--- src/rtl/missile_input_pkg.sv ---
// Shared constants and helpers for the Missile Command input path.
// Covers the trackball count width, input-port bit placement and the default filter depth.
package missile_input_pkg;

    localparam int COUNT_WIDTH           = 4;
    localparam int H_LSB                 = 0;
    localparam int V_LSB                 = 4;
    localparam int FILTER_CYCLES_DEFAULT = 4;

    typedef logic [COUNT_WIDTH-1:0] count_t;

    // Modulo-16 up/down step; wrap comes for free from the 4-bit width.
    function automatic count_t step_count(input count_t cnt, input logic down);
        return down ? count_t'(cnt - 1'b1) : count_t'(cnt + 1'b1);
    endfunction

endpackage

--- src/rtl/trackball_axis.sv ---
// One trackball axis: it synchronizes the step clock and direction, then glitch-filters the clock.
// Every accepted level change (either edge) is one step of a wrapping 4-bit up/down counter.
module trackball_axis
    import missile_input_pkg::*;
#(
    parameter int FILTER_CYCLES = FILTER_CYCLES_DEFAULT
) (
    input  logic   clk,
    input  logic   reset,
    input  logic   step_clk,
    input  logic   dir,
    input  logic   flip,
    output count_t count
);

    localparam logic [3:0] STAB_LAST = 4'(FILTER_CYCLES - 1);

    logic [1:0] clk_sync_q, dir_sync_q;
    logic       filt_q, filt_d;
    logic [3:0] stab_q, stab_d;
    count_t     count_q, count_d;
    logic       clk_s, dir_s, step;

    assign clk_s = clk_sync_q[1];
    assign dir_s = dir_sync_q[1];

    // A new level must differ from the accepted one for FILTER_CYCLES consecutive samples.
    always_comb begin
        filt_d  = filt_q;
        stab_d  = stab_q;
        step    = 1'b0;
        count_d = count_q;
        if (clk_s == filt_q) begin
            stab_d = '0;
        end else if (stab_q == STAB_LAST) begin
            filt_d = clk_s;
            stab_d = '0;
            step   = 1'b1;
        end else begin
            stab_d = stab_q + 4'd1;
        end
        if (step) begin
            count_d = step_count(count_q, dir_s ^ flip);
        end
    end

    always_ff @(posedge clk) begin
        if (reset) begin
            clk_sync_q <= '0;
            dir_sync_q <= '0;
            filt_q     <= 1'b0;
            stab_q     <= '0;
            count_q    <= '0;
        end else begin
            clk_sync_q <= {clk_sync_q[0], step_clk};
            dir_sync_q <= {dir_sync_q[0], dir};
            filt_q     <= filt_d;
            stab_q     <= stab_d;
            count_q    <= count_d;
        end
    end

    assign count = count_q;

endmodule

--- src/rtl/trackball_counter.sv ---
// Missile Command trackball position counter: two independent axis counters feed a snapshot.
// The snapshot holds during CPU reads, and CTRLD muxes it against the switch byte.
module trackball_counter
    import missile_input_pkg::*;
#(
    parameter int FILTER_CYCLES = FILTER_CYCLES_DEFAULT
) (
    input  logic       clk,
    input  logic       reset,
    input  logic       h_clk,
    input  logic       h_dir,
    input  logic       v_clk,
    input  logic       v_dir,
    input  logic       flip,
    input  logic       ctrld,
    input  logic [7:0] switches,
    input  logic       rd_strobe,
    output logic [7:0] dout
);

    // Index 0 is the horizontal axis, index 1 the vertical axis.
    logic [1:0] axis_clk, axis_dir;
    count_t     axis_count [2];
    logic [7:0] snap_q, snap_d;

    assign axis_clk = {v_clk, h_clk};
    assign axis_dir = {v_dir, h_dir};

    generate
        for (genvar gi = 0; gi < 2; gi++) begin : g_axis
            trackball_axis #(
                .FILTER_CYCLES(FILTER_CYCLES)
            ) u_axis (
                .clk      (clk),
                .reset    (reset),
                .step_clk (axis_clk[gi]),
                .dir      (axis_dir[gi]),
                .flip     (flip),
                .count    (axis_count[gi])
            );
        end
    endgenerate

    // Freezing both halves together keeps a CPU read from tearing between axes.
    always_comb begin
        snap_d = snap_q;
        if (!rd_strobe) begin
            snap_d[H_LSB +: COUNT_WIDTH] = axis_count[0];
            snap_d[V_LSB +: COUNT_WIDTH] = axis_count[1];
        end
    end

    always_ff @(posedge clk) begin
        if (reset) begin
            snap_q <= '0;
        end else begin
            snap_q <= snap_d;
        end
    end

    assign dout = ctrld ? snap_q : switches;

endmodule

--- config.mk ---
export PLATFORM = sky130hd
export DESIGN_NAME = trackball_counter
export DESIGN_NICKNAME = d
export VERILOG_FILES = /design/src/rtl/missile_input_pkg.sv /design/src/rtl/trackball_axis.sv /design/src/rtl/trackball_counter.sv
export SDC_FILE = /design/constraint.sdc
export NUM_CORES = 1
export LEC_CHECK = 0
export BUFFER_PORTS_ARGS = -buffer_cell sky130_fd_sc_hd__buf_4
export CAP_MARGIN = 0
export CORE_MARGIN = 2
export CORE_UTILIZATION = 54
export DETAILED_ROUTE_END_ITERATION = 10
export PLACE_DENSITY = 0.84
export SLEW_MARGIN = 20
export SYNTH_ARGS = -nofsm -noshare
export SYNTH_HDL_FRONTEND = slang
export SYNTH_SLANG_ARGS = --single-unit
--- constraint.sdc ---
create_clock -name clk -period 2 [get_ports clk]
set_input_delay 0.2 -clock clk [delete_from_list [all_inputs] [get_ports clk]]
set_output_delay 0.2 -clock clk [all_outputs]
set_load 0.005 [all_outputs]
# After elaboration in Yosys (flattened, before gate mapping)

Cells that the tools add are included.

Add/subtract/negate cells: 6
$mul: 0
Div/mod/pow operators: 0
$lt $le $gt $ge: 0
Eq/ne operators: 4
Shift-type cells: 0
Mux-type cells: 7
Bitwise logic cells: 4
Reductions and logical operators: 4

Operators with widths:

| kind                                                                   | number |
|---|---|
| 4-bit by 1-bit adder with 4-bit output (second input constant)         | 4 |
| 4-bit by 2-bit equality test with 1-bit output (second input constant) | 2 |
| 4-bit two-way mux                                                      | 2 |
| 8-bit two-way mux                                                      | 1 |
| 4-bit by 1-bit subtractor with 4-bit output (second input constant)    | 2 |
| 3-bit OR reduction                                                     | 2 |
| 1-bit two-way mux                                                      | 4 |
| 2-bit AND reduction                                                    | 2 |
| 1-bit equality test                                                    | 2 |
| 1-bit NOT                                                              | 2 |
| 1-bit bitwise XOR                                                      | 2 |

Flip-flop bits (word level): 34
Latch bits: 0
Memory bits (writable): 0
Bits in read-only memories: 0
Input bits: 17
Output and inout port bits: 8
Word-level logic and storage cells: 36
Memories kept: 0

# Longest topological paths before layout

Depth in word-level cells: 3
Gate-level depth with buffers: 7
Depth with buffers taken out: 7

# Hierarchy

Synthesis repeated with hierarchy kept, for this count alone.

Cell total of the unflattened synthesis: 155
Area, all modules: 1670.4 um^2

Modules (own cells, without submodules):

| module            | instances | cells each | area each (um^2) | sequential area each (um^2) |
|---|---|---|---|---|
| trackball_axis    | 2         | 60         | 626.9            | 260.2 |
| trackball_counter | 1         | 35         | 416.6            | 160.2 |

# Least setup slack after synthesis

Ideal clock, no wire load.

Path kind: flip-flop to flip-flop
Start: register g_axis[1].u_axis.dir_sync_q[1]
End: register g_axis[1].u_axis.count_q[3]
Library setup time: 125 ps
Arrival: 1569 ps
Path slack: 306 ps
Stages on the path, launching flop included: 8
Buffers on the path: 0
Cells stage by stage: dfxtp_1 -> xnor2_2 -> inv_1 -> ha_1 -> a21oi_1 -> a211oi_1 -> a311oi_1 -> nand3_1

Longest elaborated chain between the ends: 2

RTL lines:

| what                     | RTL line                | text |
|---|---|---|
| start: declaration       | trackball_axis.sv:18    | `logic [1:0] clk_sync_q, dir_sync_q;` |
| start signal: assignment | trackball_axis.sv:56    | `dir_sync_q <= {dir_sync_q[0], dir};` |
| 1-bit bitwise XOR        | trackball_axis.sv:43    | `count_d = step_count(count_q, dir_s ^ flip);` |
| 4-bit two-way mux        | missile_input_pkg.sv:14 | `return down ? count_t'(cnt - 1'b1) : count_t'(cnt + 1'b1);` |
| end signal: assignment   | trackball_axis.sv:59    | `count_q <= count_d;` |
| end: declaration         | trackball_axis.sv:21    | `count_t count_q, count_d;` |

No other way between the ends.
A chain may end at the register's enable or synchronous reset.

# Worst setup path in the final report

Start: register g_axis[0].u_axis.dir_sync_q[1]
End: register g_axis[0].u_axis.count_q[3]

Longest elaborated chain between the ends: 2

RTL lines:

| what                     | RTL line |
|---|---|
| start: declaration       | trackball_axis.sv:18 |
| start signal: assignment | trackball_axis.sv:56 |
| 1-bit bitwise XOR        | trackball_axis.sv:43 |
| 4-bit two-way mux        | missile_input_pkg.sv:14 |
| end signal: assignment   | trackball_axis.sv:59 |
| end: declaration         | trackball_axis.sv:21 |

No other way between the ends.

==> out/qor.yml <==
grt_pass1_vias: 1164
layout_commonest_cell: "dfxtp_1"
p_per_area_nw_per_um2: 617
clock_path_buffers: 2
cts_max_level: 2
drc: 0
routed_wirelength_mm: 2.64
end_kind: "flip-flop"
switchingPower_w: 0.000248
fin_cells: 211
clock_power_share_pct: 29.0
synthMuxAreaShare_pct: 12.0
fmax_ghz: 0.542
wl_met2_mm: 1.38
cts_sinks: 34
critical_path_required_ns: 2.20
ys_ff_latch: 34
setup_viol: 0
initial_core_util_pct: 57.3
mappedNetlistNets: 181
slew_violations: 0
irDropWorstVdd_uv: 497
rsz0062_at_grt: "false"
num_rows: 19
synth_area_leaders: "dfxtp_1, mux2i_1, mux2_1"
grt.overflow.total: 0
yosys_warnings: 0
synth_largest_area_cell: "dfxtp_1"
p_int_w: 0.000880
crit_chain: "xnor2_2 -> inv_2 -> ha_1 -> nand3_1 -> and4bb_2 -> a311oi_1 -> nand3_1"
clock_latency_ns: 0.31
yosys.area_share.simple_pct: 20.9
synth_adder_area_share_pct: 7.28
cpPeakStageDelay_ns: 0.37
synthArstFlopShare_pct: 0
initialDrtViolationCount: 40
viasPerCell: 5.51
synth_edf_count: 0
synth_xor_area_share_pct: 7.60
hold_path_class: "in2reg"
fin_nets: 205
period_minus_slack_ns: 1.84
pwr-share-comb_pct: 9.9
cpLargestDelayFamily: "simple AND/OR/NAND/NOR gates"
r2r-start: "g_axis[0].u_axis.dir_sync_q[1]"
finalHoldViolCount: 0
power_leakage_nw: 0.774
ys.flop_type: "dfxtp_1"
hpwl_mm: 1.96
cp.arrival_ns: 2.04
drtPass1Iterations: 4
area_growth_pct: 15.6
crit_top_cell: "nand3_1"
die_y_um: 58.1
cts_setup_buffers: 0
dp.cells: 204
slew_headroom_pct: 80.0
reg2reg_depth: 7
cts.clk_slew.worst_paths_ns: 0.09
ys_seq_area_share_pct: 43.1
path_buf_inv: 1
ctsHoldBuffers: 0
fp.dieW_um: 58.1
crit_path_start: "g_axis[0].u_axis.dir_sync_q[1]"
cts_tree: "yes"
maxCapViolations: 0
ant_nets: 0
worstMarginPinSlew_ns: 0.300
core_sq_um: 2760
path_class: "reg2reg"
synth_cells: 156
die-area_sq_um: 3380
antenna_cells: 0
cp_num_cells: 7
synth_top_family_by_area: "simple AND/OR/NAND/NOR gates"
synth_top_area_share_pct: 43.1
netlist_area_sq_um: 1580
syn_area_per_cell_sq_um: 10.1
routed.top_layer: "met4"
status: "finished clean"
ios: 25
final_util_pct: 66.2
reg2reg_to: "g_axis[0].u_axis.count[3]"
switching_share_pct: 22.0
synth_compound_area_share_pct: 5.78
wire_per_inst_um: 12.5
reg2reg_slack_ns: 0.16
cp_max_fo: 5
power_w: 0.00113
dr_wl_met3_um: 176
setup_tns_ns: 0
grt_antenna_before_repair: 0
grt_usage_pct: 18.6
grt_max_degree: 34
clock_skew_ns: 0.00404
cp-start-kind: "flip-flop"
grt_pass1_wl_mm: 4.82
hold_ws_ns: 0.0914
vias: 1163
pwr-share-seq_pct: 61.1
met1_length_mm: 1.07
fin_crit_sh_pct: 92.2
gp_congestion: 0.864
io_buffers: 24
clockRootBuffer: "clkbuf_4"
drive_above_1_share_pct: 21.7
crit_end: "g_axis[0].u_axis.count[3]"
cp_slowest_cell: "ha_1"
mostFrequentLayoutCells: "dfxtp_1, buf_4, nor2_1"
cts_buffers: 5
synth_cell_types: 29
## worst min-delay path by stage
stage,start,to,cells after the start
2_1_floorplan,h_clk,g_axis[0].u_axis.clk_sync_q[0],1
3_5_place_dp,h_clk,g_axis[0].u_axis.clk_sync_q[0],2
5_1_grt,h_dir,g_axis[0].u_axis.dir_sync_q[0],2
6_report,v_dir,g_axis[1].u_axis.dir_sync_q[0],2
4_1_cts,h_clk,g_axis[0].u_axis.clk_sync_q[0],2
3_3_place_gp,v_dir,g_axis[1].u_axis.dir_sync_q[0],2
## cell usage after synthesis, types with 5 or more instances
| cell type | count |
|---|---|
| nand3_1 | 6 |
| clkbuf_1 | 6 |
| dfxtp_1 | 34 |
| mux2i_1 | 10 |
| mux2_1 | 8 |
| a21oi_1 | 5 |
| ha_1 | 6 |
| nor2b_1 | 8 |
| nor2_1 | 22 |
| xnor2_1 | 6 |
## sequential cells by signal (all words and copies together) (netlist names)
signal	flops
g_axis.u_axis.clk_sync_q	4
g_axis.u_axis.count	8
g_axis.u_axis.dir_sync_q	4
g_axis.u_axis.filt_q	2
g_axis.u_axis.stab_q	8
snap_q	8
## what timing repair did
action,CTS,global route
setup endpoints to repair,0,1
resized for setup,0,3
endpoints found under the hold margin,0,0
## cell type report
class	count	area [sq um]
Fill cell	221	931
Multi-Input combinational cell	110	863
Sequential cell	34	681
Timing Repair Buffer	24	180
Clock buffer	7	45.0
Tap cell	31	38.8
Inverter	5	18.8
## metrics by stage
stage                     area (sq um)  worst slack, ns
final                             1830            0.156
after global routing              1830           0.0284
after CTS                         1810           0.0740
after detailed placement          1770           0.0878
after global placement            1770            0.213
after floorplan                   1580            0.306
## metal layers
metal	up-vias	GRT usage, %
li1	581	-
met2	37	33.3
met4	0	9.30
met1	543	19.9
met5	-	0
met3	2	5.36
## cell families (layout without fill, tap and decap cells)
family,Yosys count,after routing
DFF,34,34
muxes,18,18
xor gates and xnor gates,12,12
adders and majority gates,8,8
AOI/OAI and AO/OA,12,12
buffers and inverters,12,36
and+or+nand+nor,60,60
## power groups by stage
stage | Combinational (W) | Clock (W) | Sequential (W)
2_1_floorplan | 0.0000637 | 0 | 0.000704
3_3_place_gp | 0.000104 | 0 | 0.000705
3_5_place_dp | 0.000108 | 0 | 0.000705
4_1_cts | 0.000109 | 0.000341 | 0.000689
5_1_grt | 0.000125 | 0.000377 | 0.000691
6_report | 0.000111 | 0.000327 | 0.000689
(Power assumes the default switching activity.)
